--- config.mk ---
export PLATFORM = sky130hd
export DESIGN_NAME = add_sub_unit_flat
export DESIGN_NICKNAME = d
export VERILOG_FILES = /design/src/rtl/add_sub_unit_if.sv /design/src/rtl/add_sub_unit.sv /design/src/flat_wrapper.sv
export SDC_FILE = /design/constraint.sdc
export NUM_CORES = 1
export LEC_CHECK = 0
export ABC_AREA = 1
export CAP_MARGIN = 10
export CORE_AREA = 3 3 40 42
export CTS_CLUSTER_DIAMETER = 100
export CTS_CLUSTER_SIZE = 28
export DETAILED_ROUTE_END_ITERATION = 10
export DIE_AREA = 0 0 43 45
export PLACE_DENSITY_LB_ADDON = 0.25
export SYNTH_ARGS = -nofsm -noshare
export SYNTH_HDL_FRONTEND = slang
export SYNTH_SLANG_ARGS = --single-unit
--- constraint.sdc ---
create_clock -name clk_i -period 0.8 [get_ports clk_i]
set_input_delay 0.24 -clock clk_i [delete_from_list [all_inputs] [get_ports clk_i]]
set_output_delay 0.24 -clock clk_i [all_outputs]
set_load 0.02 [all_outputs]
--- src/rtl/add_sub_unit_if.sv ---
// Operand/result bundle for add_sub_unit. The master drives the operands and
// the mode bit; the slave returns the registered result and flags.
interface add_sub_unit_if #(
  parameter int WIDTH = 4
);
  logic [WIDTH-1:0] a;
  logic [WIDTH-1:0] b;
  logic             sub;
  logic [WIDTH-1:0] ans;
  logic             cy_br_out;
  logic             ovf;

  modport master (
    output a, b, sub,
    input  ans, cy_br_out, ovf
  );

  modport slave (
    input  a, b, sub,
    output ans, cy_br_out, ovf
  );
endinterface

--- src/rtl/add_sub_unit.sv ---
// Registered two's-complement adder/subtractor built on a ripple-carry chain.
// Carry out becomes a true borrow when subtracting; OVF flags signed overflow.
module add_sub_unit #(
  parameter int WIDTH = 4
) (
  input  logic           clk_i,
  input  logic           rst_ni,
  add_sub_unit_if.slave  bus
);

  logic [WIDTH:0]   carry;
  logic [WIDTH-1:0] bInv;
  logic [WIDTH-1:0] ans_d, ans_q;
  logic             cy_d, cy_q;
  logic             ovf_d, ovf_q;

  // Subtraction is A + ~B + 1: invert B and inject SUB as the bit-0 carry-in.
  always_comb begin
    carry    = '0;
    bInv     = '0;
    ans_d    = '0;
    carry[0] = bus.sub;
    for (int i = 0; i < WIDTH; i++) begin
      bInv[i]    = bus.b[i] ^ bus.sub;
      ans_d[i]   = bus.a[i] ^ bInv[i] ^ carry[i];
      carry[i+1] = (bus.a[i] & bInv[i]) | (carry[i] & (bus.a[i] ^ bInv[i]));
    end
    cy_d  = carry[WIDTH] ^ bus.sub;
    ovf_d = carry[WIDTH] ^ carry[WIDTH-1];
  end

  always_ff @(posedge clk_i or negedge rst_ni) begin
    if (!rst_ni) begin
      ans_q <= '0;
      cy_q  <= 1'b0;
      ovf_q <= 1'b0;
    end else begin
      ans_q <= ans_d;
      cy_q  <= cy_d;
      ovf_q <= ovf_d;
    end
  end

  assign bus.ans       = ans_q;
  assign bus.cy_br_out = cy_q;
  assign bus.ovf       = ovf_q;

endmodule

--- src/flat_wrapper.sv ---
// flat-port wrapper written by rule: the top's interface ports become plain ports
module add_sub_unit_flat 
#(
  parameter int WIDTH = 4
)
  (clk_i, rst_ni, bus_a, bus_b, bus_sub, bus_ans, bus_cy_br_out, bus_ovf);
  add_sub_unit_if #(.WIDTH(WIDTH)) bus_i ();
  input  logic clk_i;
  input  logic rst_ni;
  input wire logic [$bits(bus_i.a)-1:0] bus_a;
  input wire logic [$bits(bus_i.b)-1:0] bus_b;
  input wire logic [$bits(bus_i.sub)-1:0] bus_sub;
  output wire logic [$bits(bus_i.ans)-1:0] bus_ans;
  output wire logic [$bits(bus_i.cy_br_out)-1:0] bus_cy_br_out;
  output wire logic [$bits(bus_i.ovf)-1:0] bus_ovf;
  assign bus_i.a = bus_a;
  assign bus_i.b = bus_b;
  assign bus_i.sub = bus_sub;
  assign bus_ans = bus_i.ans;
  assign bus_cy_br_out = bus_i.cy_br_out;
  assign bus_ovf = bus_i.ovf;
  add_sub_unit #(.WIDTH(WIDTH)) u_core (.clk_i(clk_i), .rst_ni(rst_ni), .bus(bus_i));
endmodule
Word-level counts from Yosys, hierarchy flattened. Index checks and enable logic that the tools add are counted.

Bitwise logic cells: 26.

Operator list (number): bitwise XOR 1 bit (14); AND 1 bit (8); bitwise OR 1 bit (4).

Bits of input ports: 11. Register bits: 6. Logic and storage cells: 29.

Longest topological paths before layout. Gate-level depths: netlist of the first run.

Word-level depth: 11. Depth in mapped cells: 9. Gate-level depth less buffers: 9.

Worst setup path after synthesis of the first run. Ideal clock, no wire load.

Path kind: input to register. Start: input bus_sub. End: register u_core.ovf_q, in the netlist u_core.bus.ovf. Stages: 8. Data required time: 0.683 ns. Data arrival time: 1.710 ns. Path buffers: 0. Slack: -1.026 ns. Path through: inv_2 nand2_1 nand2_1 fa_1 fa_1 fa_1 nand2_1 nand2_1.

Cells in the longest elaborated chain, start to end: 11. Elaborated cells between the ends (all ways): 21. Those cells by class: bitwise (21).

RTL lines: start: declaration (line flat_wrapper.sv:12) `input wire logic [$bits(bus_i.sub)-1:0] bus_sub;`; bitwise XOR 1 bit (line add_sub_unit.sv:24) `bInv[i] = bus.b[i] ^ bus.sub;`; bitwise XOR 1 bit (line add_sub_unit.sv:26) `carry[i+1] = (bus.a[i] & bInv[i]) | (carry[i] & (bus.a[i] ^ bInv[i]));`; AND 1 bit (line add_sub_unit.sv:26); bitwise OR 1 bit (line add_sub_unit.sv:26); AND 1 bit (line add_sub_unit.sv:26); bitwise OR 1 bit (line add_sub_unit.sv:26); AND 1 bit (line add_sub_unit.sv:26); bitwise OR 1 bit (line add_sub_unit.sv:26); AND 1 bit (line add_sub_unit.sv:26); bitwise OR 1 bit (line add_sub_unit.sv:26); bitwise XOR 1 bit * (line add_sub_unit.sv:29) `ovf_d = carry[WIDTH] ^ carry[WIDTH-1];`; via u_core.ovf_d (line add_sub_unit.sv:15) `logic ovf_d, ovf_q;`; end signal: assignment (line add_sub_unit.sv:40) `ovf_q <= ovf_d;`; end: declaration (line add_sub_unit.sv:15).

Mark *: on every way through the listed nets, which the timed path passes. The rest lies on a longest branch.

Final worst setup path of the first run.
Start: input bus_sub. End: register u_core.ans_q[3], in the netlist u_core.bus.ans[3].

Cells in the longest elaborated chain, start to end: 9. Elaborated cells between the ends (all ways): 18. Those cells by class: bitwise (18).

RTL lines: bitwise XOR 1 bit (line add_sub_unit.sv:24); bitwise XOR 1 bit (line add_sub_unit.sv:26); AND 1 bit (line add_sub_unit.sv:26); bitwise OR 1 bit (line add_sub_unit.sv:26); AND 1 bit (line add_sub_unit.sv:26); bitwise OR 1 bit (line add_sub_unit.sv:26); AND 1 bit (line add_sub_unit.sv:26); bitwise OR 1 bit (line add_sub_unit.sv:26); bitwise XOR 1 bit * (line add_sub_unit.sv:25) `ans_d[i] = bus.a[i] ^ bInv[i] ^ carry[i];`; via u_core.ans_d[3] (line add_sub_unit.sv:13) `logic [WIDTH-1:0] ans_d, ans_q;`; end signal: assignment (line add_sub_unit.sv:38) `ans_q <= ans_d;`; end: declaration (line add_sub_unit.sv:13).

Marks and branches as above.

==> reports/qor.csv, run 1 <==
stage;metric;value;unit
outcome;status;finished with violations;
outcome;violations;negative setup slack;
power_and_ir_drop;p_leak;0.383;nW
critical_path;worstSetupPathType;in2reg;
critical_path;worstSetupEndpoint;u_core.bus.ans[3];
placed_design;place_hpwl;520;um
cts;cts-buffers-inserted;3;
global_route;grt_max_degree;7;
critical_path;worstPathMaxFanout;3;
cts;clock_path_buffers;2;
timing;hold_viol;0;
synthesis;yosysWarnings;0;
finish;final_cells;84;
synthesis;synth_top_area_share;0.444;
timing;fin_crit_sh;2.03;
cts;ctsHoldBuffers;0;
critical_path;slowest_stage;fa_2;
critical_path;cp_top_family;adder cells;
cts;htree_levels;1;
finish;area_delta_synth_final;99.6;%
timing;clock.fmax;0.616;GHz
power_and_ir_drop;p_int;0.761;mW
global_route;grt-ovfl-total;0;
power_and_ir_drop;sw_frac_of_total;0.294;
critical_path;critPathCaptureType;flip-flop;
placed_design;post-place-cells;78;
timing;rsz0062_at_grt;true;
synthesis;yosysMostFrequentCell;nand2_1;
synthesis;avgSynthCellArea;7.86;um2
critical_path;cp.arrival;1.75;ns
synthesis;synth-simple-area-share;0.222;
global_route;track_usage;0.0750;
timing;maxSlewHeadroom;0.836;
floorplan;core;0.00128;mm2
detailed_routing;drtIter0Drc;0;
synthesis;synthMuxAreaShare;0;
cts;clock_sinks;6;
run;drv_cap;0;
cts;tritoncts;yes;
synthesis;seq_area_frac_synth;0.444;
synthesis;synth_xor_xnor_area_share;0;
timing;finalSetupViolations;11;
synthesis;synth_compound_area_frac;0;
finish;insertedDiodeCount;0;
detailed_routing;routedWlPerCell;7.86;um
timing;final_max_slew_viol_count;0;
detailed_routing;postRouteAntennaNets;0;
timing;layout_setup_ws;-0.823;ns
finish;fill_cells;127;
critical_path;critPathBufInv;3;
synthesis;synth-adder-area-share;0.178;
floorplan;io_pins;17;
min_path;hold_class;in2reg;
critical_path;worst_path_most_repeated_cell;fa_2;
placed_design;routabilityCongestion;0.695;
global_route;first_global_vias;296;
power_and_ir_drop;switchingPower;0.316;mW
power_and_ir_drop;ir_drop;559;uV
synthesis;ys_types;5;
cts;path_clk_slew;0.04;ns
timing;fin_crit;1.62;ns
floorplan;die_y;45;um
floorplan;fp-row-count;13;
synthesis;synth_area;338;um2
timing;finalSetupTns;-3.90;ns
timing;tightest_slew;0.246;ns
critical_path;cp.depth;8;
detailed_routing;wl;660;um
synthesis;synth_nets;57;
placed_design;io_buffer_count;16;
finish;finalNetCount;85;
detailed_routing;route.detailed.drc;0;
synthesis;synth_top_family_by_area;simple AND/OR/NAND/NOR gates;
power_and_ir_drop;pwr-share-seq;0.353;
synthesis;synth.area.top_cells;dfrtp_1 (44%), nand2_1 (22%), fa_1 (18%);
critical_path;crit_path_start;bus_sub;
detailed_routing;vias_per_cell;3.87;
floorplan;dieArea;0.00194;mm2
synthesis;yosysTopAreaCell;dfrtp_1;
power_and_ir_drop;p_clk_frac;0.241;
synthesis;synth_edf_count;0;
critical_path;startpoint_type;input port;
critical_path;worstPathRequired;0.93;ns
synthesis;synth-seq-cells;6;
synthesis;synth-async-reset-ratio;1.00;
synthesis;synth_cells;43;
synthesis;ys_top_cells_by_count;nand2_1 (20), inv_1 (13), dfrtp_1 (6);
floorplan;floorplan.initialDensity;0.263;
critical_path;cpPeakStageDelay;0.52;ns
power_and_ir_drop;pwr-share-comb;0.407;
floorplan;die_width;43;um
cts;root_buffer;clkbuf_4;
power_and_ir_drop;powerDensity;1600;mW/mm2
global_route;grt_pass1_wl;1.04;mm
finish;fin_util;0.525;
critical_path;cp_cell_sequence;buf_12 > inv_16 > nand2_4 > nand2_4 > fa_2 > fa_2 > fa_2 > inv_1;
detailed_routing;vias;325;
finish;drive_gt1_frac;0.565;
synthesis;synth_flop_cell;dfrtp_1;
global_route;antenna_found_initial;0;
detailed_routing;drt-pass1-iter-count;1;
[worst min-delay path: stages]
cell     delay, ns
buf_6         0.07
nand2_1       0.04
nand2_1       0.05
[logic make-up after synthesis]
group         Yosys count
fa+ha+maj               3
simple gates           20
buf+inv                14
flops                   6
[cells in the final DEF, fill, tap and decap left out]
cell              n
buf_4             7
dfrtp_1           6
inv_1             7
inv_2             6
dlymetal6s2s_1    1
nand2_2           4
clkbuf_4          3
buf_12            1
clkdlybuf4s50_1   4
buf_6             9
inv_16            1
fa_2              3
clkbuf_2          1
nand2_1          12
nand2_4           4
[power by group through the flow]
stage	registers, mW	clock network [mW]	logic, mW
finish	0.380	0.259	0.438
global route	0.388	0.286	0.477
CTS	0.381	0.273	0.425
detailed placement	0.373	0	0.391
global placement	0.372	0	0.386
floorplan	0.447	0	0.116
[layout make-up]
class	count	area, um2	share of cell area
Timing Repair Buffer	23	231	0.343
Multi-Input combinational cell	23	183	0.271
Inverter	14	68.8	0.102
Tap cell	15	18.8	0.0278
Sequential cell	6	150	0.223
Clock buffer	3	22.5	0.0334
[state kept, by name, summed over array words and instances, names as in the netlist]
signal	flops
u_core.bus.ovf	1
u_core.bus.cy_br_out	1
u_core.bus.ans	4
[worst min-delay path by stage]
stage          cells after the start      from                 to
3_3_place_gp                       1    rst_ni  u_core.bus.ans[0]
6_report                           3  bus_a[0]  u_core.bus.ans[0]
4_1_cts                            3  bus_a[0]  u_core.bus.ans[0]
3_5_place_dp                       1    rst_ni  u_core.bus.ans[1]
5_1_grt                            3  bus_a[0]  u_core.bus.ans[0]
2_1_floorplan                      0    rst_ni  u_core.bus.ans[0]
[what timing repair did]
| item | in CTS | in global routing |
|---|---|---|
| pin swaps | 9 | 7 |
| gates resized for setup | 59 | 15 |
| buffers inserted | 3 | 1 |
| setup endpoints to repair | 12 | 11 |
[metal layers]
metal  part of all wire  track usage  routed length, um
met1               0.32       0.0725                212
met2               0.53        0.117                350
met3               0.13       0.0359                 83
met4              0.021       0.0723                 14
met5                  0            0                  0
[stage by stage]
stage                     hold WS [ns]  power (mW)  setup slack (ns)  instance area, um2
after detailed placement         0.491       0.764             -1.61                 583
final                            0.205        1.08            -0.823                 674
after global routing             0.216        1.15            -0.844                 674
after CTS                        0.228        1.08            -0.982                 647
after global placement           0.489       0.758             -1.61                 583
after floorplan                -0.0556       0.563            -0.932                 374
(Power assumes the default switching activity.)
==> run 2: changes to the inputs <==
--- a/config.mk
+++ b/config.mk
@@ -12,6 +12,7 @@
 export CTS_CLUSTER_SIZE = 28
 export DETAILED_ROUTE_END_ITERATION = 10
 export DIE_AREA = 0 0 43 45
+export GPL_TIMING_DRIVEN = 0
 export PLACE_DENSITY_LB_ADDON = 0.25
 export SYNTH_ARGS = -nofsm -noshare
 export SYNTH_HDL_FRONTEND = slang
==> run 2 against run 1 <==
Effect of this change:
- the run still ends with negative setup slack left
- die area unchanged
- critical path depth decreased by 1
- global-route usage rose by 0.50 points
- clock power is 3% higher
- cell area is 3.7% lower
- highest routed layer unchanged
==> reports/qor.csv, run 2 (synthesized netlist as in run 1, its figures left out) <==
stage;metric;value;unit
floorplan;floorplan.initialDensity;0.263;
finish;design_area;649;um2
cts;path_clk_slew;0.04;ns
detailed_routing;drt-pass1-iter-count;4;
placed_design;routabilityCongestion;0.660;
placed_design;post-place-cells;74;
cts;clock_path_buffers;2;
timing;rsz0062_at_grt;true;
critical_path;cp_cell_sequence;buf_12 > nand2_2 > nand2_2 > fa_2 > fa_2 > fa_2 > inv_2;
floorplan;core;0.00128;mm2
timing;whs;0.200;ns
global_route;first_global_vias;287;
detailed_routing;vias_per_cell;3.83;
floorplan;fp-row-count;13;
finish;drive_gt1_frac;0.552;
finish;area_delta_synth_final;92.2;%
timing;fin_crit;1.63;ns
min_path;hold_class;in2reg;
cts;clock_sinks;6;
finish;final_cells;82;
timing;final_max_slew_viol_count;0;
floorplan;io_pins;17;
timing;hold_viol;0;
power_and_ir_drop;ir_drop;548;uV
floorplan;die_width;43;um
global_route;grt_pass1_wl;1.04;mm
timing;fin_crit_sh;2.04;
global_route;track_usage;0.0800;
timing;layout_setup_ws;-0.834;ns
timing;finalSetupViolations;11;
finish;largest_reg_flops;4;
cts;root_buffer;clkbuf_4;
finish;mostFrequentLayoutCell;nand2_1;
placed_design;io_buffer_count;16;
timing;maxSlewHeadroom;0.824;
critical_path;slowest_stage;fa_2;
critical_path;cp.arrival;1.77;ns
timing;clock.fmax;0.612;GHz
min_path;min-delay-start;bus_a[0];
critical_path;critPathCaptureType;flip-flop;
floorplan;die_y;45;um
critical_path;startpoint_type;input port;
finish;finalNetCount;83;
run;drv_cap;0;
global_route;grt-ovfl-total;0;
detailed_routing;routedWlPerCell;7.73;um
power_and_ir_drop;total_power;1.07;mW
critical_path;cpPeakStageDelay;0.54;ns
detailed_routing;vias;314;
critical_path;worstPathMaxFanout;4;
floorplan;dieArea;0.00194;mm2
power_and_ir_drop;powerDensity;1650;mW/mm2
cts;tritoncts;yes;
placed_design;place_hpwl;492;um
min_path;hold_depth;3;
outcome;status;finished with violations;
critical_path;worstSetupPathType;in2reg;
power_and_ir_drop;p_leak;0.367;nW
detailed_routing;postRouteAntennaNets;0;
min_path;hold_end;u_core.bus.ans[0];
global_route;grt_max_degree;7;
detailed_routing;drtIter0Drc;1;
finish;insertedDiodeCount;0;
cts;htree_levels;1;
critical_path;worst_path_most_repeated_cell;fa_2;
outcome;violations;negative setup slack;
global_route;antenna_found_initial;0;
placed_design;place_area;553;um2
cts;cts-buffers-inserted;3;
timing;tightest_slew;0.263;ns
detailed_routing;wl;634;um
detailed_routing;route.detailed.drc;0;
finish;mostFrequentLayoutCells;nand2_1 (12), buf_6 (9), inv_1 (7);
critical_path;worstPathRequired;0.93;ns
-- run 2: changes by cell type in the layout (fill, tap and decap cells not counted) --
cell / previous run / this run
nand2_2: 4 / 6
buf_4: 7 / 5
buf_2: 0 / 1
clkbuf_2: 1 / 0
nand2_4: 4 / 2
-- run 2: what timing repair did --
action | 4_1_cts | 5_1_grt
resized for setup | 68 | 5
hold buffers | 0 | 0
buffers inserted | 3 | 2
pin swaps | 7 | 6
endpoints found under the setup margin | 11 | 11
-- run 2: worst max-delay path by stage --
stage / to / slack, ns / startpoint
after floorplan: u_core.bus.ans[3] / -0.93 / bus_sub
after global placement: u_core.bus.ans[3] / -1.79 / bus_sub
after detailed placement: u_core.bus.ans[3] / -1.80 / bus_sub
after CTS: u_core.bus.ans[3] / -0.91 / bus_sub
after global routing: u_core.bus.ans[3] / -0.87 / bus_sub
final: u_core.bus.ans[3] / -0.83 / bus_sub
-- run 2: through the flow --
stage                     utilization  worst slack [ns]  setup TNS [ns]
after global routing            0.505            -0.867           -4.33
after CTS                       0.483            -0.906           -4.27
after global placement          0.430             -1.79           -9.89
after floorplan                     -            -0.932           -3.42
after detailed placement        0.430             -1.80           -9.96
final                           0.505            -0.834           -3.93
-- run 2: metal layers --
metal | part of all wire | global-route usage | vias up
met3 | 0.12 | 0.0239 | 2
met4 | 0.022 | 0.108 | 0
met5 | 0 | 0 | -
li1 | - | - | 164
met1 | 0.34 | 0.0698 | 136
met2 | 0.52 | 0.129 | 12
-- run 2: layout make-up --
cell class              instances  area (um2)
well taps                      15        18.8
inverters                      14        68.8
fillers                       123         636
clock buffers                   3        22.5
repair buffers                 21         216
flip-flops and latches          6         150
multi-input cells              23         173
-- run 2: where the power goes --
part           switching, mW  internal, mW
Combinational          0.199         0.228
Clock                 0.0982         0.169
Sequential            0.0226         0.358
Total                  0.320         0.755
-- run 2: worst max-delay path: cells and delay by family --
| kind | cells | cell delay, ns |
|---|---|---|
| and+or+nand+nor | 2 | 0.11 |
| adders and majority gates | 3 | 1.27 |
| buffers and inverters | 2 | 0.15 |
